File: src/rtl/ray_frame_controller_if.sv
// Interface bundling the configuration, control, pixel-handshake and status
// signals of ray_frame_controller.
//   master : drives cfg_*/ctrl_*/err_clr/pix_*, observes rt_* and status
//   slave  : the controller side (consumes cfg/ctrl/pix, produces rt/status)
interface ray_frame_controller_if #(
    parameter int unsigned CW  = 11,
    parameter int unsigned DW  = 13,
    parameter int unsigned FCW = 16
);
    // configuration
    logic [3*CW-1:0] cfg_pos;
    logic [3*CW-1:0] cfg_dir;
    logic [DW-1:0]   cfg_width;
    logic [DW-1:0]   cfg_height;
    logic            cfg_commit;
    // control
    logic            ctrl_start;
    logic            ctrl_continuous;
    logic            ctrl_abort;
    logic            err_clr;
    // tracer -> packer pixel handshake (observed only)
    logic            pix_valid;
    logic            pix_ready;
    logic            pix_sof;
    logic            pix_eol;
    // tracer configuration / hold
    logic            rt_hold;
    logic [3*CW-1:0] rt_pos;
    logic [3*CW-1:0] rt_dir;
    logic [DW-1:0]   rt_width;
    logic [DW-1:0]   rt_height;
    // status
    logic            busy;
    logic            frame_done;
    logic            aborted;
    logic [FCW-1:0]  frame_count;
    logic            err_sof;
    logic            err_eol;
    logic            err_cfg;

    modport master (
        output cfg_pos, cfg_dir, cfg_width, cfg_height, cfg_commit,
        output ctrl_start, ctrl_continuous, ctrl_abort, err_clr,
        output pix_valid, pix_ready, pix_sof, pix_eol,
        input  rt_hold, rt_pos, rt_dir, rt_width, rt_height,
        input  busy, frame_done, aborted, frame_count, err_sof, err_eol, err_cfg
    );

    modport slave (
        input  cfg_pos, cfg_dir, cfg_width, cfg_height, cfg_commit,
        input  ctrl_start, ctrl_continuous, ctrl_abort, err_clr,
        input  pix_valid, pix_ready, pix_sof, pix_eol,
        output rt_hold, rt_pos, rt_dir, rt_width, rt_height,
        output busy, frame_done, aborted, frame_count, err_sof, err_eol, err_cfg
    );
endinterface

File: src/rtl/ray_frame_controller.sv
// Frame sequencer and configuration front-end for the ray tracing unit.
// Keeps shadow copies of camera position/direction and image size, applies
// them to the tracer only between frames, holds the tracer in reset while
// idle, and watches the tracer->packer pixel handshake for SOF/EOL framing.
// Ports:
//   clk    : clock (tracer/stream domain)
//   reset  : asynchronous active-high reset
//   bus    : ray_frame_controller_if.slave (cfg/ctrl/pix in, rt/status out)
module ray_frame_controller #(
    parameter int unsigned CW         = 11,
    parameter int unsigned DW         = 13,
    parameter int unsigned FCW        = 16,
    parameter int unsigned RST_CYCLES = 4,
    parameter int unsigned DEF_WIDTH  = 200,
    parameter int unsigned DEF_HEIGHT = 200
) (
    input logic                   clk,
    input logic                   reset,
    ray_frame_controller_if.slave bus
);
    localparam int unsigned HCW = (RST_CYCLES > 1) ? $clog2(RST_CYCLES) : 1;

    typedef enum logic [1:0] {StIdle, StLoad, StRun, StFrameEnd} state_e;

    state_e          state_q, state_d;
    logic [HCW-1:0]  hold_cnt_q, hold_cnt_d;
    logic [DW-1:0]   x_cnt_q, x_cnt_d;
    logic [DW-1:0]   y_cnt_q, y_cnt_d;
    logic [FCW-1:0]  frame_count_q, frame_count_d;

    logic [3*CW-1:0] sh_pos_q, sh_dir_q;
    logic [DW-1:0]   sh_width_q, sh_height_q;
    logic [3*CW-1:0] rt_pos_q, rt_dir_q;
    logic [DW-1:0]   rt_width_q, rt_height_q;

    logic            rt_hold_q, busy_q, frame_done_q, aborted_q;
    logic            frame_done_d, aborted_d;
    logic            err_sof_q, err_sof_d;
    logic            err_eol_q, err_eol_d;
    logic            err_cfg_q, err_cfg_d;

    logic            load_rt;
    logic            beat, x_last, y_last;
    logic            sof_bad, eol_bad, cfg_bad;

    assign beat   = bus.pix_valid & bus.pix_ready;
    assign x_last = (x_cnt_q == rt_width_q - DW'(1));
    assign y_last = (y_cnt_q == rt_height_q - DW'(1));

    always_comb begin
        state_d       = state_q;
        hold_cnt_d    = hold_cnt_q;
        x_cnt_d       = x_cnt_q;
        y_cnt_d       = y_cnt_q;
        frame_count_d = frame_count_q;
        load_rt       = 1'b0;
        frame_done_d  = 1'b0;
        aborted_d     = 1'b0;
        sof_bad       = 1'b0;
        eol_bad       = 1'b0;
        cfg_bad       = 1'b0;

        unique case (state_q)
            StIdle: begin
                if (bus.ctrl_start && !bus.ctrl_abort) begin
                    if (sh_width_q == '0 || sh_height_q == '0) begin
                        cfg_bad = 1'b1;
                    end else begin
                        state_d = StLoad;
                        load_rt = 1'b1;
                    end
                end
            end
            StLoad: begin
                x_cnt_d = '0;
                y_cnt_d = '0;
                if (hold_cnt_q == '0) begin
                    state_d = StRun;
                end else begin
                    hold_cnt_d = hold_cnt_q - HCW'(1);
                end
            end
            StRun: begin
                if (beat) begin
                    sof_bad = bus.pix_sof != (x_cnt_q == '0 && y_cnt_q == '0);
                    eol_bad = bus.pix_eol != x_last;
                    // Framing errors are only flagged; counting follows beats alone.
                    if (x_last) begin
                        x_cnt_d = '0;
                        y_cnt_d = y_cnt_q + DW'(1);
                    end else begin
                        x_cnt_d = x_cnt_q + DW'(1);
                    end
                    if (x_last && y_last) begin
                        state_d = StFrameEnd;
                    end
                end
            end
            StFrameEnd: begin
                // Completion is reported on the edge leaving this state so a
                // same-cycle abort can still suppress it.
                frame_done_d  = 1'b1;
                frame_count_d = frame_count_q + FCW'(1);
                if (bus.ctrl_continuous) begin
                    state_d = StLoad;
                    load_rt = 1'b1;
                end else begin
                    state_d = StIdle;
                end
            end
            default: state_d = StIdle;
        endcase

        if (bus.ctrl_abort && state_q != StIdle) begin
            state_d       = StIdle;
            load_rt       = 1'b0;
            frame_done_d  = 1'b0;
            frame_count_d = frame_count_q;
            aborted_d     = 1'b1;
        end

        if (load_rt) begin
            hold_cnt_d = HCW'(RST_CYCLES - 1);
        end

        // A flag being set in the same cycle as err_clr stays set.
        err_sof_d = (err_sof_q & ~bus.err_clr) | sof_bad;
        err_eol_d = (err_eol_q & ~bus.err_clr) | eol_bad;
        err_cfg_d = (err_cfg_q & ~bus.err_clr) | cfg_bad;
    end

    always_ff @(posedge clk or posedge reset) begin
        if (reset) begin
            state_q       <= StIdle;
            hold_cnt_q    <= '0;
            x_cnt_q       <= '0;
            y_cnt_q       <= '0;
            frame_count_q <= '0;
            sh_pos_q      <= '0;
            sh_dir_q      <= '0;
            sh_width_q    <= DW'(DEF_WIDTH);
            sh_height_q   <= DW'(DEF_HEIGHT);
            rt_pos_q      <= '0;
            rt_dir_q      <= '0;
            rt_width_q    <= '0;
            rt_height_q   <= '0;
            rt_hold_q     <= 1'b1;
            busy_q        <= 1'b0;
            frame_done_q  <= 1'b0;
            aborted_q     <= 1'b0;
            err_sof_q     <= 1'b0;
            err_eol_q     <= 1'b0;
            err_cfg_q     <= 1'b0;
        end else begin
            state_q       <= state_d;
            hold_cnt_q    <= hold_cnt_d;
            x_cnt_q       <= x_cnt_d;
            y_cnt_q       <= y_cnt_d;
            frame_count_q <= frame_count_d;
            if (bus.cfg_commit) begin
                sh_pos_q    <= bus.cfg_pos;
                sh_dir_q    <= bus.cfg_dir;
                sh_width_q  <= bus.cfg_width;
                sh_height_q <= bus.cfg_height;
            end
            // Loads the pre-edge shadow, so a commit in this cycle waits a frame.
            if (load_rt) begin
                rt_pos_q    <= sh_pos_q;
                rt_dir_q    <= sh_dir_q;
                rt_width_q  <= sh_width_q;
                rt_height_q <= sh_height_q;
            end
            rt_hold_q    <= (state_d != StRun);
            busy_q       <= (state_d != StIdle);
            frame_done_q <= frame_done_d;
            aborted_q    <= aborted_d;
            err_sof_q    <= err_sof_d;
            err_eol_q    <= err_eol_d;
            err_cfg_q    <= err_cfg_d;
        end
    end

    assign bus.rt_hold     = rt_hold_q;
    assign bus.rt_pos      = rt_pos_q;
    assign bus.rt_dir      = rt_dir_q;
    assign bus.rt_width    = rt_width_q;
    assign bus.rt_height   = rt_height_q;
    assign bus.busy        = busy_q;
    assign bus.frame_done  = frame_done_q;
    assign bus.aborted     = aborted_q;
    assign bus.frame_count = frame_count_q;
    assign bus.err_sof     = err_sof_q;
    assign bus.err_eol     = err_eol_q;
    assign bus.err_cfg     = err_cfg_q;
endmodule
File: src/flat_wrapper.sv
// flat-port wrapper written by rule: the top's interface ports become plain ports
module ray_frame_controller_flat 
#(
    parameter int unsigned CW         = 11,
    parameter int unsigned DW         = 13,
    parameter int unsigned FCW        = 16,
    parameter int unsigned RST_CYCLES = 4,
    parameter int unsigned DEF_WIDTH  = 200,
    parameter int unsigned DEF_HEIGHT = 200
)
  (clk, reset, bus_cfg_pos, bus_cfg_dir, bus_cfg_width, bus_cfg_height, bus_cfg_commit, bus_ctrl_start, bus_ctrl_continuous, bus_ctrl_abort, bus_err_clr, bus_pix_valid, bus_pix_ready, bus_pix_sof, bus_pix_eol, bus_rt_hold, bus_rt_pos, bus_rt_dir, bus_rt_width, bus_rt_height, bus_busy, bus_frame_done, bus_aborted, bus_frame_count, bus_err_sof, bus_err_eol, bus_err_cfg);
  ray_frame_controller_if #(.CW(CW), .DW(DW), .FCW(FCW)) bus_i ();
  input logic clk;
  input logic reset;
  input wire logic [$bits(bus_i.cfg_pos)-1:0] bus_cfg_pos;
  input wire logic [$bits(bus_i.cfg_dir)-1:0] bus_cfg_dir;
  input wire logic [$bits(bus_i.cfg_width)-1:0] bus_cfg_width;
  input wire logic [$bits(bus_i.cfg_height)-1:0] bus_cfg_height;
  input wire logic [$bits(bus_i.cfg_commit)-1:0] bus_cfg_commit;
  input wire logic [$bits(bus_i.ctrl_start)-1:0] bus_ctrl_start;
  input wire logic [$bits(bus_i.ctrl_continuous)-1:0] bus_ctrl_continuous;
  input wire logic [$bits(bus_i.ctrl_abort)-1:0] bus_ctrl_abort;
  input wire logic [$bits(bus_i.err_clr)-1:0] bus_err_clr;
  input wire logic [$bits(bus_i.pix_valid)-1:0] bus_pix_valid;
  input wire logic [$bits(bus_i.pix_ready)-1:0] bus_pix_ready;
  input wire logic [$bits(bus_i.pix_sof)-1:0] bus_pix_sof;
  input wire logic [$bits(bus_i.pix_eol)-1:0] bus_pix_eol;
  output wire logic [$bits(bus_i.rt_hold)-1:0] bus_rt_hold;
  output wire logic [$bits(bus_i.rt_pos)-1:0] bus_rt_pos;
  output wire logic [$bits(bus_i.rt_dir)-1:0] bus_rt_dir;
  output wire logic [$bits(bus_i.rt_width)-1:0] bus_rt_width;
  output wire logic [$bits(bus_i.rt_height)-1:0] bus_rt_height;
  output wire logic [$bits(bus_i.busy)-1:0] bus_busy;
  output wire logic [$bits(bus_i.frame_done)-1:0] bus_frame_done;
  output wire logic [$bits(bus_i.aborted)-1:0] bus_aborted;
  output wire logic [$bits(bus_i.frame_count)-1:0] bus_frame_count;
  output wire logic [$bits(bus_i.err_sof)-1:0] bus_err_sof;
  output wire logic [$bits(bus_i.err_eol)-1:0] bus_err_eol;
  output wire logic [$bits(bus_i.err_cfg)-1:0] bus_err_cfg;
  assign bus_i.cfg_pos = bus_cfg_pos;
  assign bus_i.cfg_dir = bus_cfg_dir;
  assign bus_i.cfg_width = bus_cfg_width;
  assign bus_i.cfg_height = bus_cfg_height;
  assign bus_i.cfg_commit = bus_cfg_commit;
  assign bus_i.ctrl_start = bus_ctrl_start;
  assign bus_i.ctrl_continuous = bus_ctrl_continuous;
  assign bus_i.ctrl_abort = bus_ctrl_abort;
  assign bus_i.err_clr = bus_err_clr;
  assign bus_i.pix_valid = bus_pix_valid;
  assign bus_i.pix_ready = bus_pix_ready;
  assign bus_i.pix_sof = bus_pix_sof;
  assign bus_i.pix_eol = bus_pix_eol;
  assign bus_rt_hold = bus_i.rt_hold;
  assign bus_rt_pos = bus_i.rt_pos;
  assign bus_rt_dir = bus_i.rt_dir;
  assign bus_rt_width = bus_i.rt_width;
  assign bus_rt_height = bus_i.rt_height;
  assign bus_busy = bus_i.busy;
  assign bus_frame_done = bus_i.frame_done;
  assign bus_aborted = bus_i.aborted;
  assign bus_frame_count = bus_i.frame_count;
  assign bus_err_sof = bus_i.err_sof;
  assign bus_err_eol = bus_i.err_eol;
  assign bus_err_cfg = bus_i.err_cfg;
  ray_frame_controller #(.CW(CW), .DW(DW), .FCW(FCW), .RST_CYCLES(RST_CYCLES), .DEF_WIDTH(DEF_WIDTH), .DEF_HEIGHT(DEF_HEIGHT)) u_core (.clk(clk), .reset(reset), .bus(bus_i));
endmodule
File: config.mk
export PLATFORM = sky130hd
export DESIGN_NAME = ray_frame_controller_flat
export DESIGN_NICKNAME = d
export VERILOG_FILES = /design/src/rtl/ray_frame_controller_if.sv /design/src/rtl/ray_frame_controller.sv /design/src/flat_wrapper.sv
export SDC_FILE = /design/constraint.sdc
export NUM_CORES = 1
export LEC_CHECK = 0
export ABC_AREA = 1
export BUFFER_PORTS_ARGS = -buffer_cell sky130_fd_sc_hd__buf_2
export CORE_MARGIN = 2
export CORE_UTILIZATION = 45
export CTS_CLUSTER_DIAMETER = 200
export DETAILED_ROUTE_END_ITERATION = 16
export PLACE_DENSITY = 0.73
export SLEW_MARGIN = 10
export SYNTH_ARGS = -nofsm -noshare
export SYNTH_HDL_FRONTEND = slang
export SYNTH_SLANG_ARGS = --single-unit
File: constraint.sdc
create_clock -name clk -period 21.6 [get_ports clk]
set_clock_uncertainty 0.15 [all_clocks]
set_input_delay 5.4 -clock clk [delete_from_list [all_inputs] [get_ports clk]]
set_output_delay 5.4 -clock clk [all_outputs]
set_load 0.1 [all_outputs]
== Yosys cells after proc, flatten, opt, wreduce, memory -nomap -nowiden ==
Index checks and enable logic that the tools add are counted.
Word-level totals
  output and inout port bits: 115
  word-level logic and storage cells: 98
  input port bits: 103
  register bits: 237
Operators by class
  add/subtract/negate cells: 6
  eq/ne operators: 11
  reduce and logical (&&, ||, !) cells: 20
  bitwise operators: 9
  muxes and demuxes: 32
Operators by type and width (count)
  $logic_not 13->1: 4
  $mux 13: 4
  $pmux 13 s2: 2
  $add 13x1->13 const B: 2
  $eq 13x13->1: 2
  $sub 13x1->13 const B: 2
  $mux 2: 9
  $add 16x1->16 const B: 1
  $mux 1: 15
  $pmux 2 s4: 1
  $reduce_bool 2->1: 4
  $ne 2x1->1 const B: 3
  $reduce_and 2->1: 3
  $and 1x1->1: 4
  $eq 2x2->1 const B: 2
  $logic_and 1x1->1: 4
  $logic_not 2->1: 2
  $or 1x1->1: 3
  $reduce_and 3->1: 1
  $eq 2x1->1 const B: 1
  $ne 1x1->1: 2
  $ne 2x2->1 const B: 1
  $not 1->1: 2
  $pmux 1 s2: 1
  3 further kinds: 3

== Logic depth before layout (Yosys ltp) ==
Gate-level depths: netlist (run 1).
  word-level depth: 8
  mapped depth: 18
  depth with buffers taken out: 18

== Worst setup path after synthesis (run 1) ==
Ideal clock, no wire load.
  path kind: input port to flip-flop
  start: input bus_ctrl_abort
  end: register u_core.frame_count_q[14], in the netlist u_core.bus.frame_count[14]
  arrival: 6.695 ns
  setup time: 0.158 ns
  cell stages on the path: 11
  buffers on the path: 0
  setup slack: 14.597 ns
  required time: 21.292 ns
  path through: nand2_1 -> nand2_2 -> inv_2 -> nand2_1 -> nor2_2 -> nand3_1 -> nor2_1 -> nand3_1 -> nor2_1 -> nand3_1 -> xnor2_1
On the way
  cells in the longest elaborated chain, start to end: 3
RTL lines
  from (decl): RTL line flat_wrapper.sv:22  | input wire logic [$bits(bus_i.ctrl_abort)-1:0] bus_ctrl_abort;
  $logic_and 1x1->1: RTL line ray_frame_controller.sv:114  | if (bus.ctrl_abort && state_q != StIdle) begin
  $not 1->1 (no line)
  $reduce_and 2->1 (no line)
  to (signal assigned): RTL line ray_frame_controller.sv:159  | frame_count_q <= frame_count_d;
  to (decl): RTL line ray_frame_controller.sv:29  | logic [FCW-1:0] frame_count_q, frame_count_d;
Every way passes these cells.
A chain may end at the register's enable or synchronous reset.

== Worst setup path after layout (run 1) ==
  start: input bus_ctrl_abort
  end: register u_core.rt_dir_q[14], in the netlist u_core.bus.rt_dir[14]
On the way
  cells in the longest elaborated chain, start to end: 5
  elaborated cells between the ends (all ways): 6
  those cells by class: mux (3); reduce/logical (3)
RTL lines
  $logic_not 1->1: RTL line ray_frame_controller.sv:65  | if (bus.ctrl_start && !bus.ctrl_abort) begin
  $logic_and 1x1->1: RTL line ray_frame_controller.sv:65
  $mux 1: RTL line ray_frame_controller.sv:65
  $pmux 1 s2: RTL line ray_frame_controller.sv:63  | unique case (state_q)
  $mux 1 (*): RTL line ray_frame_controller.sv:114
  to (signal assigned): RTL line ray_frame_controller.sv:169  | rt_dir_q <= sh_dir_q;
  to (decl): RTL line ray_frame_controller.sv:33  | logic [3*CW-1:0] rt_pos_q, rt_dir_q;
Mark *: on every way between the ends. The rest lies on a longest branch, timed or not.

==> flow_metrics.py, run 1 <==
metrics = {
    "run_status": {
        "outcome": "completed",
    },
    "finish": {
        "stdcell_area_sq_um": 12900,
        "syn_to_final_growth_pct": 21.0,
        "utilization_pct": 55.2,
        "nets": 1543,
        "drive_gt1_share_pct": 22.1,
    },
    "synth": {
        "synth_edf_count": 0,
        "yosys.cell_types.count": 37,
        "ys_ff_latch": 237,
        "async_flop_share_pct": 100,
        "ys_seq_area_share_pct": 55.7,
        "synth_top_family_by_area": "simple AND/OR/NAND/NOR gates",
        "syn_area_sq_um": 10700,
        "yosysMostFrequentCell": "nand2_1",
        "synth_top_area_share_pct": 54.0,
        "synthTopCellsByArea": "dfrtp_1 54%, nand2_1 11%, o21ai_0 9.2%",
        "yosysWarnings": 0,
        "muxShareOfSynthArea_pct": 0,
        "netlist_instances": 1227,
        "synth-xor-area-share_pct": 3.45,
        "synthAdderAreaFrac_pct": 1.41,
        "yosys.area_share.simple_pct": 20.4,
        "synth_compound_area_share_pct": 11.1,
        "synthFlopType": "dfrtp_1",
        "syn_area_per_cell_sq_um": 8.68,
        "synthTopCellsByCount": "319 x nand2_1, 230 x dfrtp_1, 195 x o21ai_0, 161 x inv_1, 56 x nor2_1",
        "yosysTopAreaCell": "dfrtp_1",
        "synth_nets": 1342,
    },
    "cts": {
        "post-cts-setup-buffers": 0,
        "clock_sinks": 237,
        "cts_max_path_buffers": 3,
        "cts_resized": 0,
        "tritoncts": "done",
        "cts_hold_buf": 0,
        "clk_pin_slew_ns": 0.06,
        "cts_max_level": 1,
        "root_buffer": "clkbuf_16",
        "worstSkewPairLatency_ns": 0.52,
        "numCtsBuffers": 26,
    },
    "detailed_routing": {
        "drc_errors": 0,
        "viasPerCell": 4.81,
        "routedWlPerCell_um": 13.8,
        "wl_um": 24400,
        "drt-pass1-iter-count": 5,
        "vias": 8529,
        "drt_iter0_drc": 466,
        "detail-route-antenna-nets": 0,
    },
    "worst_setup_path": {
        "worst_setup_path_start_kind": "input port",
        "crit_type": "input port to flop",
        "critPathSlowestCell": "nand3_4",
        "cp.arrival_ns": 7.63,
        "cp.required_ns": 21.82,
        "path_max_fanout": 99,
        "cp_common_cell": "nand2_1",
        "end_kind": "flop",
        "timing.critical_path.cells": "buf_2, nand2_1, inv_1, nor2_1, nand3_4, buf_4, nand2_1, o21ai_0",
        "max_stage_delay_ns": 0.75,
    },
    "placed_design": {
        "dpl.hpwl_um": 16900,
        "io_buffers": 217,
        "place_area_sq_um": 12000,
        "gp_congestion": 0.874,
    },
    "floorplan": {
        "placementRows": 56,
        "die_x_um": 158,
        "start_util_pct": 45.7,
        "coreArea_sq_um": 23300,
        "die_area_sq_um": 24900,
        "die_h_um": 158,
        "ioPinCount": 218,
    },
    "timing": {
        "timing.fmax_mhz": 135,
        "setup_viol": 0,
        "max_slew_margin_pct": 32.9,
        "tightest_slew_ns": 1.01,
        "fin_crit_sh_pct": 34.3,
        "timing.final.max_slew_violations": 0,
        "tns_ns": 0,
        "rsz0062_at_grt": "false",
        "fin_crit_ns": 7.42,
        "hold_violations": 0,
    },
    "global_route": {
        "grt.busiest_layer": "met2",
        "grt-ovfl-total": 0,
        "met2_usage_pct": 30.9,
        "grt_pass1_vias": 8113,
        "use_met1_pct": 26.9,
        "grt_pass1_wl_um": 39900,
        "antenna_found_initial": 6,
        "use_met3_pct": 5.75,
        "grt_max_degree": 106,
        "track_usage_pct": 19.7,
    },
    "hold_path": {
        "hp-class": "flop to flop",
    },
    "flow_run": {
        "cap_violations": 0,
    },
    "pwr": {
        "p_leak_nw": 6.67,
        "ir_drop_v": 0.000129,
        "power_density_nw_per_um2": 163,
    },
}
## placed cells by master, fill, tap and decap left out, types with 2 or more instances in the layout
master,instances
nand4_1,12
buf_4,5
nor2_1,56
xor2_1,22
nor4_1,12
o21ai_0,195
clkbuf_16,27
nand3_1,37
nor2_4,3
bufinv_16,3
nand3_4,2
a31oi_1,2
inv_8,2
nand3_2,2
clkinv_2,4
clkinvlp_4,2
diode_2,5
and3_1,4
a21oi_1,11
or3_1,4
nand3b_1,10
buf_2,216
and3b_1,2
clkbuf_8,4
nor2_2,6
or2_2,6
o21ai_2,13
nand2_2,11
xnor2_1,20
dfstp_2,7
dfrtp_1,230
ha_1,12
clkbuf_1,6
inv_2,5
nand2_1,319
inv_1,160
nor3_1,9
## cell type report
type | count | area, sq um
Antenna cell | 5 | 12.5
Clock buffer | 37 | 753
Clock inverter | 11 | 145
Fill cell | 2165 | 10400
Inverter | 166 | 631
Multi-Input combinational cell | 776 | 3890
Sequential cell | 237 | 5940
Tap cell | 319 | 399
Timing Repair Buffer | 221 | 1120
## flip-flops by register name (all words and copies together) (netlist names), 2 cells and up
signal	count
u_core.bus.rt_width	13
u_core.x_cnt_q	13
u_core.bus.rt_height	13
u_core.bus.frame_count	16
u_core.bus.rt_pos	33
u_core.sh_width_q	13
u_core.sh_dir_q	33
u_core.y_cnt_q	13
u_core.state_q	2
u_core.sh_pos_q	33
u_core.hold_cnt_q	2
u_core.sh_height_q	13
u_core.bus.rt_dir	33
## final timing paths
path	to	slack, ns	from	cells past startpoint
worst max-delay path	u_core.bus.rt_dir[14]$_DFFE_PP0P_	14.18	bus_ctrl_abort	8
max in group asynchronous	u_core.bus.rt_dir[27]$_DFFE_PP0P_	15.03	reset	3
worst min-delay path	u_core.bus.rt_dir[23]$_DFFE_PP0P_	0.33	u_core.bus.rt_dir[23]$_DFFE_PP0P_	2
worst min register to register	u_core.bus.rt_dir[23]$_DFFE_PP0P_	0.33	u_core.bus.rt_dir[23]$_DFFE_PP0P_	2
worst max register to register	u_core.bus.rt_pos[30]$_DFFE_PP0P_	18.19	u_core.sh_height_q[1]$_DFFE_PP0P_	9
min in group asynchronous	u_core.sh_pos_q[2]$_DFFE_PP0P_	4.85	reset	2
## critical path, delay by kind of cell
kind	cells	cell delay, ns
buf+inv	3	0.88
compound gates	1	0.11
simple gates	4	1.20
## cell families (layout without fill, tap and decap cells)
family                     after synthesis  after routing
buffers and inverters                  214            435
xor gates and xnor gates                42             42
and+or+nand+nor                        497            497
AOI/OAI and AO/OA                      225            225
DFF                                    237            237
adders and majority gates               12             12
other                                    0              5
## report_power, final
group          internal, mW  leakage, nW  switching [mW]
registers             0.546         2.98          0.0783
clock network         0.280        0.437           0.180
logic                 0.171         3.25           0.842
total                 0.996         6.67            1.10
## through the flow
stage / worst slack [ns] / hold slack, ns / total power, mW / cells
6_report: 14.18 / 0.329 / 2.10 / 1772
4_1_cts: 14.20 / 0.327 / 2.11 / 1767
3_5_place_dp: 13.70 / 0.313 / 1.65 / 1719
5_1_grt: 13.98 / 0.353 / 2.20 / 1769
2_1_floorplan: 9.56 / 0.314 / 1.47 / 1227
3_3_place_gp: 13.79 / 0.302 / 1.63 / 1719
## metal layers
metal  up-vias  routed length [um]
li1       4283                   -
met1      3987               10900
met2       203               11200
met3        52                1770
met4         4                 510
met5         -                  26
No activity file was read; power rests on OpenSTA's default activity.
==> run 2: changes to the inputs <==
- ABC_AREA: 1 -> 0
- clock period: 21.6 -> 7.5 ns (I/O delays scaled with it)
==> run 2 against run 1 <==
Against the previous run: final area is 0.57% lower; register-to-register slack got worse by 15 ns; via count is 14% lower; synthesized cell count down 31%; die area fell by 0.51%; sequential cell count unchanged; clock-buffer cell count did not move; routed wire length down 4.6%; hold slack worse by 0.0041 ns; setup slack worse by 11 ns; critical path type unchanged.
==> flow_metrics.py, run 2 <==
metrics = {
    "synth": {
        "syn_area_sq_um": 10600,
        "yosys.cell_types.count": 59,
        "yosysMostFrequentCell": "dfrtp_1",
        "ys_seq_area_share_pct": 56.0,
        "synth_top_area_share_pct": 54.3,
        "synth_nets": 960,
        "synthTopCellsByCount": "230 x dfrtp_1, 186 x mux2_2, 44 x nand2_1, 37 x clkbuf_1, 36 x nor2_1",
        "syn_area_per_cell_sq_um": 12.5,
        "netlist_instances": 845,
        "synthTopCellsByArea": "dfrtp_1 54%, mux2_2 20%, xnor2_1 2.7%",
        "synthFlopType": "dfrtp_1",
        "synth_edf_count": 0,
        "ys_ff_latch": 237,
        "yosysWarnings": 0,
        "yosysTopAreaCell": "dfrtp_1",
        "async_flop_share_pct": 100,
    },
    "floorplan": {
        "ioPinCount": 218,
        "die_h_um": 157,
        "placementRows": 56,
        "start_util_pct": 45.4,
        "die_x_um": 157,
        "die_area_sq_um": 24800,
        "coreArea_sq_um": 23300,
    },
    "timing": {
        "timing.fmax_mhz": 257,
        "tns_ns": 0,
        "hold_violations": 0,
        "timing.final.ws_setup_ns": 3.60,
        "setup_viol": 0,
        "rsz0062_at_grt": "false",
        "max_slew_margin_pct": 34.9,
        "whs_ns": 0.325,
        "fin_crit_sh_pct": 51.9,
        "tightest_slew_ns": 0.976,
        "timing.final.max_slew_violations": 0,
        "fin_crit_ns": 3.90,
    },
    "worst_setup_path": {
        "timing.critical_path.cells": "buf_2, and2_1, a41oi_1, o2bb2ai_1, nand2_4, buf_4, mux2_2",
        "critPathSlowestCell": "nand2_4",
        "cp_top_family": "simple AND/OR/NAND/NOR gates",
        "r2r_start": "u_core.bus.rt_width[0]$_DFFE_PP0P_",
        "r2r_end": "u_core.bus.rt_hold$_DFF_PP1_",
        "cp.arrival_ns": 4.14,
        "max_stage_delay_ns": 0.72,
        "critical_path_buf_inv_count": 2,
        "reg2reg_slack_ns": 3.66,
        "path_max_fanout": 67,
        "cp.required_ns": 7.75,
        "end_kind": "flop",
        "crit_type": "input port to flop",
        "worst_setup_path_start_kind": "input port",
        "worstRegToRegCells": 9,
        "crit_cells": 7,
    },
    "cts": {
        "cts_resized": 0,
        "cts_hold_buf": 0,
        "root_buffer": "clkbuf_16",
        "clock_sinks": 237,
        "clk_pin_slew_ns": 0.06,
        "numCtsBuffers": 25,
        "cts_max_level": 1,
        "cts_max_path_buffers": 3,
        "post-cts-setup-buffers": 0,
        "tritoncts": "done",
        "worstSkewPairLatency_ns": 0.52,
    },
    "flow_run": {
        "cap_violations": 0,
    },
    "detailed_routing": {
        "routed.top_layer": "met5",
        "drt-pass1-iter-count": 4,
        "routedWlPerCell_um": 16.7,
        "met1Wirelength_um": 9820,
        "wl_met3_um": 2210,
        "viasPerCell": 5.26,
        "wl_um": 23200,
        "drt_iter0_drc": 416,
        "vias": 7317,
        "drc_errors": 0,
        "detail-route-antenna-nets": 0,
        "route.met2.wl_um": 10800,
    },
    "global_route": {
        "antenna_found_initial": 3,
        "grt_pass1_wl_um": 37700,
        "track_usage_pct": 18.9,
        "grt-ovfl-total": 0,
        "grt_max_degree": 141,
        "grt_pass1_vias": 7433,
    },
    "hold_path": {
        "hold_start": "u_core.bus.frame_count[15]$_DFFE_PP0P_",
        "hold_path_end": "u_core.bus.frame_count[15]$_DFFE_PP0P_",
        "hold_depth": 1,
        "hp-class": "flop to flop",
    },
    "finish": {
        "final_common_cell": "dfrtp_1",
        "stdcell_area_sq_um": 12800,
        "most-common-layout-cells": "230 x dfrtp_1, 216 x buf_2, 186 x mux2_2, 43 x nand2_1, 36 x nor2_1",
        "nets": 1170,
        "antenna_cells": 0,
        "drive_gt1_share_pct": 43.1,
        "syn_to_final_growth_pct": 20.9,
    },
    "run_status": {
        "outcome": "completed",
    },
    "placed_design": {
        "place_area_sq_um": 12000,
        "dpl.hpwl_um": 16100,
        "dp_slack_ns": 3.05,
        "io_buffers": 217,
        "gp_congestion": 0.837,
    },
}
[run 2: worst max-delay path by stage]
stage | from | end | slack [ns]
finish | bus_ctrl_continuous | u_core.bus.rt_pos[17]$_DFFE_PP0P_ | 3.60
global route | u_core.bus.rt_width[0]$_DFFE_PP0P_ | u_core.bus.rt_hold$_DFF_PP1_ | 3.40
CTS | bus_ctrl_continuous | u_core.bus.rt_pos[17]$_DFFE_PP0P_ | 3.59
detailed placement | bus_ctrl_continuous | u_core.bus.rt_dir[22]$_DFFE_PP0P_ | 3.05
global placement | bus_ctrl_continuous | u_core.bus.rt_pos[22]$_DFFE_PP0P_ | 3.07
floorplan | reset | u_core.bus.aborted$_DFF_PP0_ | 2.37
[run 2: stage by stage]
step / std cells / util, %
floorplan: 845 / -
global placement: 1346 / 51.4
detailed placement: 1346 / 51.4
CTS: 1391 / 54.8
global route: 1392 / 54.9
finish: 1392 / 54.9
[run 2: worst register-to-register path, cell delays in order (launching register included)]
cell       delay, ns
dfrtp_1         0.45
inv_1           0.09
ha_1            0.21
nor2b_1         0.53
and3_1          0.27
nor2_1          0.05
a2111oi_1       0.58
nand3_2         0.52
or4_1           0.72
a31oi_1         0.19
[run 2: layout make-up]
cell class,instances,area [sq um]
Sequential cell,237,5940
Multi-Input combinational cell,542,4410
Tap cell,319,399
Inverter,27,105
Timing Repair Buffer,222,1160
Fill cell,1996,10500
Clock inverter,8,72.6
Clock buffer,37,731
[run 2: routing by layer]
metal	vias up	track usage [%]
met5	-	0
met4	6	4.94
met3	44	7.16
met2	216	30.0
met1	3593	24.3
li1	3458	-
[run 2: kinds of logic (layout without fill, tap and decap cells)]
family / count (synthesis) / after routing / synth area share [%]
muxes: 189 / 189 / 20.0
buffers and inverters: 66 / 294 / 2.42
DFF: 237 / 237 / 56.0
xor gates and xnor gates: 50 / 50 / 4.13
AOI/OAI and AO/OA: 80 / 80 / 5.19
adders and majority gates: 12 / 12 / 1.42
and+or+nand+nor: 211 / 211 / 10.8
Power of run 2 is left out: the tool's default activity adds up to more than one toggle a clock period on the data nets, which glitch-free logic cannot reach.
==> run 3: changes to the inputs <==
- clock period: 7.5 -> 4.06 ns (I/O delays scaled with it)
==> run 3 against run 2 <==
Against the previous run: non-clock buffer count increased by 7; first-iteration DRC count increased by 6.7%; die area unchanged; routed wire length increased by 2.3%; highest routed layer unchanged.
==> flow_metrics.py, run 3 (synthesis results as in run 2) <==
metrics = {
    "run_status": {
        "outcome": "completed",
    },
    "cts": {
        "cts_max_path_buffers": 3,
        "tritoncts": "done",
        "cts_resized": 0,
        "numCtsBuffers": 26,
        "root_buffer": "clkbuf_16",
        "worstSkewPairLatency_ns": 0.52,
        "cts_max_level": 1,
        "clock_sinks": 237,
        "post-cts-setup-buffers": 0,
        "cts_hold_buf": 0,
        "clk_pin_slew_ns": 0.05,
    },
    "timing": {
        "rsz0062_at_grt": "false",
        "max_slew_margin_pct": 53.5,
        "setup_viol": 0,
        "timing.final.max_slew_violations": 0,
        "tightest_slew_ns": 0.696,
        "fin_crit_ns": 3.58,
        "tns_ns": 0,
        "timing.fmax_mhz": 279,
        "hold_violations": 0,
        "fin_crit_sh_pct": 88.3,
    },
    "finish": {
        "syn_to_final_growth_pct": 22.6,
        "final_common_cell": "dfrtp_1",
        "nets": 1178,
        "regArea_sq_um": 5940,
        "drive_gt1_share_pct": 43.4,
        "stdcell_area_sq_um": 13000,
        "multi_input_area_sq_um": 4410,
        "utilization_pct": 55.7,
        "fillers": 1943,
        "most-common-layout-cells": "230 x dfrtp_1, 216 x buf_2, 186 x mux2_2, 43 x nand2_1, 36 x nor2_1",
    },
    "placed_design": {
        "io_buffers": 217,
        "gp_congestion": 0.860,
        "place_area_sq_um": 12100,
        "dpl.hpwl_um": 17000,
    },
    "floorplan": {
        "coreArea_sq_um": 23300,
        "start_util_pct": 45.4,
        "ioPinCount": 218,
        "die_h_um": 157,
        "die_area_sq_um": 24800,
        "die_x_um": 157,
        "placementRows": 56,
    },
    "worst_setup_path": {
        "path_max_fanout": 12,
        "cp.required_ns": 4.28,
        "crit_type": "flop to flop",
        "worstRegToRegCells": 9,
        "cp.arrival_ns": 3.80,
        "end_kind": "flop",
        "worst_setup_path_start_kind": "flop",
    },
    "hold_path": {
        "hp-class": "flop to flop",
        "hold_depth": 1,
    },
    "detailed_routing": {
        "drt-pass1-iter-count": 4,
        "detail-route-antenna-nets": 0,
        "routedWlPerCell_um": 16.9,
        "wl_um": 23800,
        "drt_iter0_drc": 444,
        "vias": 7280,
        "drc_errors": 0,
        "viasPerCell": 5.19,
    },
    "global_route": {
        "grt_max_degree": 54,
        "grt_pass1_wl_um": 38700,
        "antenna_found_initial": 3,
        "grt-ovfl-total": 0,
        "track_usage_pct": 19.4,
        "grt_pass1_vias": 7523,
    },
    "flow_run": {
        "cap_violations": 0,
    },
}
==> run 3: stage by stage <==
stage                     setup WS, ns  hold WS, ns  instances
after floorplan                 -0.205        0.327        845
after global placement           0.636        0.305       1354
after detailed placement         0.489        0.321       1354
after CTS                        0.494        0.332       1401
after global routing            0.0633        0.351       1401
final                            0.477        0.321       1403
==> run 3: metal layers <==
metal  wire [um]  vias up  GRT usage (%)
met1       10000     3539           24.7
li1            -     3479              -
met2       11200      215           31.8
met4         585        4           4.72
met3        1970       43           6.75
met5          27        -              0
==> run 3: final timing paths <==
path | start | to | slack [ns]
worst max-delay path | u_core.bus.rt_width[0]$_DFFE_PP0P_ | u_core.x_cnt_q[10]$_DFFE_PP0P_ | 0.48
worst min-delay path | u_core.bus.frame_count[15]$_DFFE_PP0P_ | u_core.bus.frame_count[15]$_DFFE_PP0P_ | 0.32
worst max register to register | u_core.bus.rt_width[0]$_DFFE_PP0P_ | u_core.x_cnt_q[10]$_DFFE_PP0P_ | 0.48
worst min register to register | u_core.bus.frame_count[15]$_DFFE_PP0P_ | u_core.bus.frame_count[15]$_DFFE_PP0P_ | 0.32
max in group asynchronous | reset | u_core.sh_height_q[7]$_DFFE_PP1P_ | 2.60
min in group asynchronous | reset | u_core.sh_pos_q[17]$_DFFE_PP0P_ | 0.41
==> run 3: worst max-delay path, cell delays in order, from the launching register on <==
cell and delay, ns:
dfrtp_1 0.43, inv_1 0.08, ha_1 0.22, nor2b_1 0.46, and3_1 0.26, nor2_1 0.05, a2111oi_1 0.62, nand3_2 0.39
a21oi_1 0.64, nor2_1 0.13
==> run 3: final cells by class <==
cell class                 count  area share, %
antenna                        2         0.0385
clock buffer                  42           6.16
clock inverter                 5          0.501
inverter                      27          0.809
multi-input combinational    542           34.0
sequential                   237           45.7
tap                          319           3.07
timing repair buffer         229           9.75
Power of run 3 is left out for the same reason.
